## config.mk

```make
export PLATFORM = sky130hd
export DESIGN_NAME = ups_run_sequencer_flat
export DESIGN_NICKNAME = d
export VERILOG_FILES = /design/src/rtl/ups_pkg.sv /design/src/rtl/ups_run_sequencer_if.sv /design/src/rtl/ups_tick_gen.sv /design/src/rtl/ups_run_sequencer.sv /design/src/flat_wrapper.sv
export SDC_FILE = /design/constraint.sdc
export NUM_CORES = 1
export LEC_CHECK = 0
export CORE_MARGIN = 1
export CORE_UTILIZATION = 57
export DETAILED_ROUTE_END_ITERATION = 10
export PLACE_DENSITY = 0.95
export SLEW_MARGIN = 20
export SYNTH_ARGS = -nofsm -noshare
export SYNTH_HDL_FRONTEND = slang
export SYNTH_HIERARCHICAL = 1
export SYNTH_SLANG_ARGS = --single-unit
```

## constraint.sdc

```tcl
create_clock -name clk -period 6.1 [get_ports clk]
set_clock_uncertainty 0.1 [all_clocks]
set_input_delay 1.22 -clock clk [delete_from_list [all_inputs] [get_ports clk]]
set_output_delay 1.22 -clock clk [all_outputs]
set_load 0.01 [all_outputs]
```

## src/rtl/ups_pkg.sv

```systemverilog
// Shared types and constants for the UPS run-mode sequencer.
// Phase encoding doubles as the status-word phase field.
package ups_pkg;

  typedef enum logic [2:0] {
    PH_IDLE = 3'd0,
    PH_PRE  = 3'd1,
    PH_RUN  = 3'd2,
    PH_POST = 3'd3,
    PH_DONE = 3'd4
  } phase_e;

  localparam logic [1:0] MODE_DEBUG = 2'd2;
  localparam logic [1:0] MODE_RUN   = 2'd3;

  localparam int ST_BUSY     = 0;
  localparam int ST_DONE     = 1;
  localparam int ST_ABORT    = 2;
  localparam int ST_PH_LSB   = 3;
  localparam int ST_LOOP_LSB = 16;

endpackage

```

## src/rtl/ups_run_sequencer_if.sv

```systemverilog
// Register-file side bundle of the run sequencer.
// master = register file, slave = sequencer.
interface ups_run_sequencer_if;
  logic [1:0]  mode;
  logic [15:0] loops;
  logic [31:0] pre_cnt;
  logic [31:0] run_cnt;
  logic [31:0] post_cnt;
  logic        start_stb;
  logic        stop_stb;
  logic        valve_req;
  logic        valve;
  logic        dac_sel;
  logic [2:0]  phase;
  logic        busy;
  logic        done;
  logic [15:0] loop_cnt;
  logic [31:0] status;

  modport master (
    output mode, loops, pre_cnt, run_cnt, post_cnt,
    output start_stb, stop_stb, valve_req,
    input  valve, dac_sel, phase, busy, done,
    input  loop_cnt, status
  );

  modport slave (
    input  mode, loops, pre_cnt, run_cnt, post_cnt,
    input  start_stb, stop_stb, valve_req,
    output valve, dac_sel, phase, busy, done,
    output loop_cnt, status
  );
endinterface

```

## src/rtl/ups_tick_gen.sv

```systemverilog
// Dwell-tick prescaler: one-cycle tick every TICK_DIV enabled cycles.
// Tick is independent of clr so phase changes can use it combinationally.
module ups_tick_gen #(
  parameter int TICK_DIV = 100000
) (
  input  logic clk,
  input  logic rst,
  input  logic clr,
  input  logic en,
  output logic tick
);

  localparam int W = (TICK_DIV > 1) ? $clog2(TICK_DIV) : 1;
  localparam logic [W-1:0] LAST = W'(TICK_DIV - 1);

  logic [W-1:0] cnt_q;
  logic [W-1:0] cnt_d;

  always_comb begin
    cnt_d = cnt_q;
    tick  = en && (cnt_q == LAST);
    if (clr) begin
      cnt_d = '0;
    end else if (en) begin
      if (cnt_q == LAST) cnt_d = '0;
      else               cnt_d = cnt_q + 1'b1;
    end
  end

  always_ff @(posedge clk) begin
    if (rst) cnt_q <= '0;
    else     cnt_q <= cnt_d;
  end

endmodule

```

## src/rtl/ups_run_sequencer.sv

```systemverilog
// UPS run-mode sequencer: PRE/RUN/POST loops with dwell timing,
// valve and DAC-select drive, and the status readback word.
module ups_run_sequencer
  import ups_pkg::*;
#(
  parameter int TICK_DIV = 100000
) (
  input logic clk,
  input logic rst,
  ups_run_sequencer_if.slave bus
);

  phase_e      state_q, state_d;
  logic [31:0] dwell_q, dwell_d;
  logic [15:0] loop_q, loop_d;
  logic [15:0] sh_loops_q, sh_loops_d;
  logic [31:0] sh_pre_q, sh_pre_d;
  logic [31:0] sh_run_q, sh_run_d;
  logic [31:0] sh_post_q, sh_post_d;
  logic        aborted_q, aborted_d;
  logic        valve_q, valve_d;
  logic        dac_q, dac_d;

  logic tick;
  logic clr;
  logic busy;
  logic run_mode;
  logic start_ok;
  logic dwell_end;

  assign busy = (state_q == PH_PRE) || (state_q == PH_RUN)
             || (state_q == PH_POST);

  ups_tick_gen #(.TICK_DIV(TICK_DIV)) u_tick (
    .clk  (clk),
    .rst  (rst),
    .clr  (clr),
    .en   (busy),
    .tick (tick)
  );

  always_comb begin
    state_d    = state_q;
    dwell_d    = dwell_q;
    loop_d     = loop_q;
    sh_loops_d = sh_loops_q;
    sh_pre_d   = sh_pre_q;
    sh_run_d   = sh_run_q;
    sh_post_d  = sh_post_q;
    aborted_d  = aborted_q;
    run_mode   = (bus.mode == MODE_RUN);
    start_ok   = bus.start_stb && run_mode && !bus.stop_stb;
    // A zero count ends its phase after one cycle, no tick needed.
    dwell_end  = (dwell_q == '0) || (tick && dwell_q == 32'd1);

    if (tick && dwell_q != '0) dwell_d = dwell_q - 32'd1;

    if (busy && (bus.stop_stb || !run_mode)) begin
      state_d   = PH_IDLE;
      aborted_d = 1'b1;
    end else begin
      unique case (state_q)
        PH_IDLE, PH_DONE: begin
          if (start_ok) begin
            sh_loops_d = bus.loops;
            sh_pre_d   = bus.pre_cnt;
            sh_run_d   = bus.run_cnt;
            sh_post_d  = bus.post_cnt;
            loop_d     = '0;
            aborted_d  = 1'b0;
            if (bus.loops == '0) begin
              state_d = PH_DONE;
            end else begin
              state_d = PH_PRE;
              dwell_d = bus.pre_cnt;
            end
          end else if (state_q == PH_DONE
                       && (bus.stop_stb || !run_mode)) begin
            state_d = PH_IDLE;
          end
        end
        PH_PRE: begin
          if (dwell_end) begin
            state_d = PH_RUN;
            dwell_d = sh_run_q;
          end
        end
        PH_RUN: begin
          if (dwell_end) begin
            state_d = PH_POST;
            dwell_d = sh_post_q;
          end
        end
        PH_POST: begin
          if (dwell_end) begin
            loop_d = loop_q + 16'd1;
            if ({1'b0, loop_q} + 17'd1 < {1'b0, sh_loops_q}) begin
              state_d = PH_PRE;
              dwell_d = sh_pre_q;
            end else begin
              state_d = PH_DONE;
            end
          end
        end
        default: state_d = PH_IDLE;
      endcase
    end

    clr = (state_d != state_q);

    valve_d = 1'b0;
    unique case (1'b1)
      bus.mode == MODE_DEBUG: valve_d = bus.valve_req;
      run_mode:               valve_d = (state_d == PH_RUN);
      default:                valve_d = 1'b0;
    endcase
    dac_d = (state_d == PH_RUN);
  end

  always_ff @(posedge clk) begin
    if (rst) begin
      state_q    <= PH_IDLE;
      dwell_q    <= '0;
      loop_q     <= '0;
      sh_loops_q <= '0;
      sh_pre_q   <= '0;
      sh_run_q   <= '0;
      sh_post_q  <= '0;
      aborted_q  <= 1'b0;
      valve_q    <= 1'b0;
      dac_q      <= 1'b0;
    end else begin
      state_q    <= state_d;
      dwell_q    <= dwell_d;
      loop_q     <= loop_d;
      sh_loops_q <= sh_loops_d;
      sh_pre_q   <= sh_pre_d;
      sh_run_q   <= sh_run_d;
      sh_post_q  <= sh_post_d;
      aborted_q  <= aborted_d;
      valve_q    <= valve_d;
      dac_q      <= dac_d;
    end
  end

  always_comb begin
    bus.status = '0;
    bus.status[ST_BUSY]            = busy;
    bus.status[ST_DONE]            = (state_q == PH_DONE);
    bus.status[ST_ABORT]           = aborted_q;
    bus.status[ST_PH_LSB +: 3]     = state_q;
    bus.status[ST_LOOP_LSB +: 16]  = loop_q;
  end

  assign bus.valve    = valve_q;
  assign bus.dac_sel  = dac_q;
  assign bus.phase    = state_q;
  assign bus.busy     = busy;
  assign bus.done     = (state_q == PH_DONE);
  assign bus.loop_cnt = loop_q;

endmodule
```

## src/flat_wrapper.sv

```systemverilog
// flat-port wrapper written by rule: the top's interface ports become plain ports
module ups_run_sequencer_flat import ups_pkg::*;
#(
  parameter int TICK_DIV = 100000
)
  (clk, rst, bus_mode, bus_loops, bus_pre_cnt, bus_run_cnt, bus_post_cnt, bus_start_stb, bus_stop_stb, bus_valve_req, bus_valve, bus_dac_sel, bus_phase, bus_busy, bus_done, bus_loop_cnt, bus_status);
  ups_run_sequencer_if bus_i ();
  input logic clk;
  input logic rst;
  input wire logic [$bits(bus_i.mode)-1:0] bus_mode;
  input wire logic [$bits(bus_i.loops)-1:0] bus_loops;
  input wire logic [$bits(bus_i.pre_cnt)-1:0] bus_pre_cnt;
  input wire logic [$bits(bus_i.run_cnt)-1:0] bus_run_cnt;
  input wire logic [$bits(bus_i.post_cnt)-1:0] bus_post_cnt;
  input wire logic [$bits(bus_i.start_stb)-1:0] bus_start_stb;
  input wire logic [$bits(bus_i.stop_stb)-1:0] bus_stop_stb;
  input wire logic [$bits(bus_i.valve_req)-1:0] bus_valve_req;
  output wire logic [$bits(bus_i.valve)-1:0] bus_valve;
  output wire logic [$bits(bus_i.dac_sel)-1:0] bus_dac_sel;
  output wire logic [$bits(bus_i.phase)-1:0] bus_phase;
  output wire logic [$bits(bus_i.busy)-1:0] bus_busy;
  output wire logic [$bits(bus_i.done)-1:0] bus_done;
  output wire logic [$bits(bus_i.loop_cnt)-1:0] bus_loop_cnt;
  output wire logic [$bits(bus_i.status)-1:0] bus_status;
  assign bus_i.mode = bus_mode;
  assign bus_i.loops = bus_loops;
  assign bus_i.pre_cnt = bus_pre_cnt;
  assign bus_i.run_cnt = bus_run_cnt;
  assign bus_i.post_cnt = bus_post_cnt;
  assign bus_i.start_stb = bus_start_stb;
  assign bus_i.stop_stb = bus_stop_stb;
  assign bus_i.valve_req = bus_valve_req;
  assign bus_valve = bus_i.valve;
  assign bus_dac_sel = bus_i.dac_sel;
  assign bus_phase = bus_i.phase;
  assign bus_busy = bus_i.busy;
  assign bus_done = bus_i.done;
  assign bus_loop_cnt = bus_i.loop_cnt;
  assign bus_status = bus_i.status;
  ups_run_sequencer #(.TICK_DIV(TICK_DIV)) u_core (.clk(clk), .rst(rst), .bus(bus_i));
endmodule
```

==> results.ini <==
[logic_synthesis]
synth_compound_area_share_pct = 20.6
ys_seq_elements = 183
ys_types = 71
synth_edf_count = 0
synth_top_area_share_pct = 40.3
synth-simple-area-share_pct = 23.2
yosysSeqAreaShare_pct = 40.3
synth.largest_area_cell = dfxtp_1
yosys-mux-area-fraction_pct = 0.454
synthTopCellsByArea = dfxtp_1 40%, nand2_1 11%, a21oi_1 7.7%, xnor2_1 4.1%, buf_4 2.8%
synth_area_per_cell_um2 = 7.99
async_reset_ff_share_pct = 0
ys_warn_count = 6
netlist_area_um2 = 9090
synth-xor-area-share_pct = 5.49
netlist_instances = 1138
ys.flop_type = dfxtp_1
synth_top_family_by_area = simple AND/OR/NAND/NOR gates
synthAdderAreaFrac_pct = 2.75

[sta]
period_minus_slack_ps = 4560
slew-limit-headroom_pct = 25.9
finalSetupTns_ps = 0
setup_viol = 0
whs_ps = 355
slew_violations = 0
tightest_slew_ps = 1100
post-route-period-util_pct = 74.8
rsz0062_at_grt = no
max_freq_mhz = 219
hold_violations = 0

[setup_path]
crit_path_max_fanout = 25
path_buf_inv = 0
crit_type = reg -> reg
critPathLaunchType = register
required_ps = 6350
cpMostUsedCell = nor2_1
crit_chain = nor2_1 -> nor2_1 -> nand4_1 -> nor2_1 -> a21oi_1 -> nor4_1 -> and2_1 -> a21boi_0 -> o22ai_1
crit_arrival_ps = 4820
crit_family = simple AND/OR/NAND/NOR gates
max_stage_delay_ps = 890
cpMaxStageDelayCell = nor4_1
worstSetupEndpointType = register
reg2reg_setup_slack_ps = 1540

[global_routing]
grt_pass1_wl_mm = 40.4
grt_max_degree = 114
grt_usage_pct = 31.1
grt-ovfl-total = 0
grt_pass1_vias = 8216
antenna_found_initial = 0

[finish]
layout_common_cells = 258 x nand2_1, 183 x dfxtp_1, 162 x clkdlybuf4s50_1, 139 x a21oi_1, 60 x nor2_1
drive_gt1_share_pct = 5.13
antennaDiodeCount = 0
nets = 1374
area_growth_pct = 22.8
layout_commonest_cell = nand2_1
fin_util_pct = 72.6
multi_input_area_um2 = 4830
register_area_um2 = 3660
fillers = 1057

[die]
boundaryPins = 174
start_util_pct = 59.1
core-area_um2 = 15400
rows = 45
die_x_um = 128
dieArea_um2 = 16500
die_h_um = 128

[run]
cap_violations = 0

[cts]
clkTransAtPathRegs_ps = 70
cts_max_level = 4
cts_buffer_depth = 2
cts_resized = 0
clkSinkCount = 183
postCtsSetupBuffers = 0
cts_tree = built
cts_made_buffers = 17
clock_latency_ps = 440
hold_buffers = 0
cts_root_buf = clkbuf_16

[placement]
dpl.hpwl_mm = 17.0
gp_congestion = 0.957
portBuffers = 163

[status]
outcome = completed

[power]
leakage_nw = 3.84
peakVddDrop_mv = 0.196
cellPowerDensity_nw_per_um2 = 234

[hold_path]
min_path_type = reg -> reg

[routing]
wl_per_cell_um = 17.5
first_iter_violations = 1064
viasPerCell = 6.09
final_antenna_net_count = 0
num_vias = 8882
dr.pass1.iters = 8
finalWirelength_mm = 25.5
drcViolationCount = 0

[synth_stat cells, drive strengths merged, types with 18 or more instances]
cell type and count:
o21ai 25, ha 20, a222oi 25, nor4 23, nand3 20, buf 48, clkbuf 53, xnor2 43
nor2 61, a21boi 25, a21oi 140, dfxtp 183, o22ai 26, inv 26, nand2 259, nor3 18
[tightest hold or removal path: cells and delay by family, from the launching register on]
kind / cells / cell delay [ps]
compound gates: 1 / 50
simple gates: 1 / 50
flops: 1 / 310
[path summary, 6_finish.rpt]
| path | startpoint | end | cells after the start |
|---|---|---|---|
| setup / recovery | u_core/bus.phase[1] | u_core/dwell_q[29] | 9 |
| hold / removal | u_core/sh_pre_q[31] | u_core/sh_pre_q[31] | 2 |
| setup reg to reg | u_core/bus.phase[1] | u_core/dwell_q[29] | 9 |
| hold reg to reg | u_core/sh_pre_q[31] | u_core/sh_pre_q[31] | 2 |
[routing by layer]
layer	share of wire [%]	track usage, %	wire length [µm]	vias up
met5	0	0	0	-
met4	2.5	12.5	630	0
met3	8.9	6.59	2260	57
met2	47	49.7	12000	509
met1	42	40.9	10700	4144
li1	-	-	-	4172
[area by class of cell]
class	instances	area share [%]
multi-input combinational	837	43.3
sequential	183	32.8
timing repair buffer	170	15.3
clock buffer	17	3.81
tap	211	2.37
clock inverter	15	1.55
inverter	26	0.875
[logic make-up (layout without fill, tap and decap cells)]
logic type               count (synthesis)  after routing
flip-flops                             183            183
XOR/XNOR                                57             57
adder cells (fa/ha/maj)                 20             20
AO/OA/AOI/OAI                          286            286
AND/OR/NAND/NOR                        460            460
buffers and inverters                  127            228
other                                    1             10
multiplexers                             4              4
[registers in the layout (all words and copies together), names as in the netlist]
signal               flops
u_core/sh_pre_q         32
u_core/bus.loop_cnt     16
u_core/aborted_q         1
u_core/u_tick/cnt_q     17
u_core/sh_post_q        32
u_core/sh_loops_q       16
u_core/sh_run_q         32
u_core/dwell_q          32
u_core/bus.dac_sel       1
u_core/bus.phase         3
u_core/bus.valve         1
[per-stage QoR]
stage	total power, mW	std cells	cell area (µm²)	setup slack [ps]
final	2.62	1459	11200	1540
after global routing	2.70	1459	11200	1240
after CTS	2.61	1458	11100	1370
after detailed placement	1.53	1426	10500	1510
after global placement	1.52	1426	10500	1570
after floorplan	1.41	1147	9120	2510
[report_power, final]
group	internal [mW]	switching, mW	total [mW]
clock	0.556	0.550	1.11
combinational	0.127	0.150	0.276
sequential	1.22	0.0173	1.23
Power figures use the tool's default switching activity.
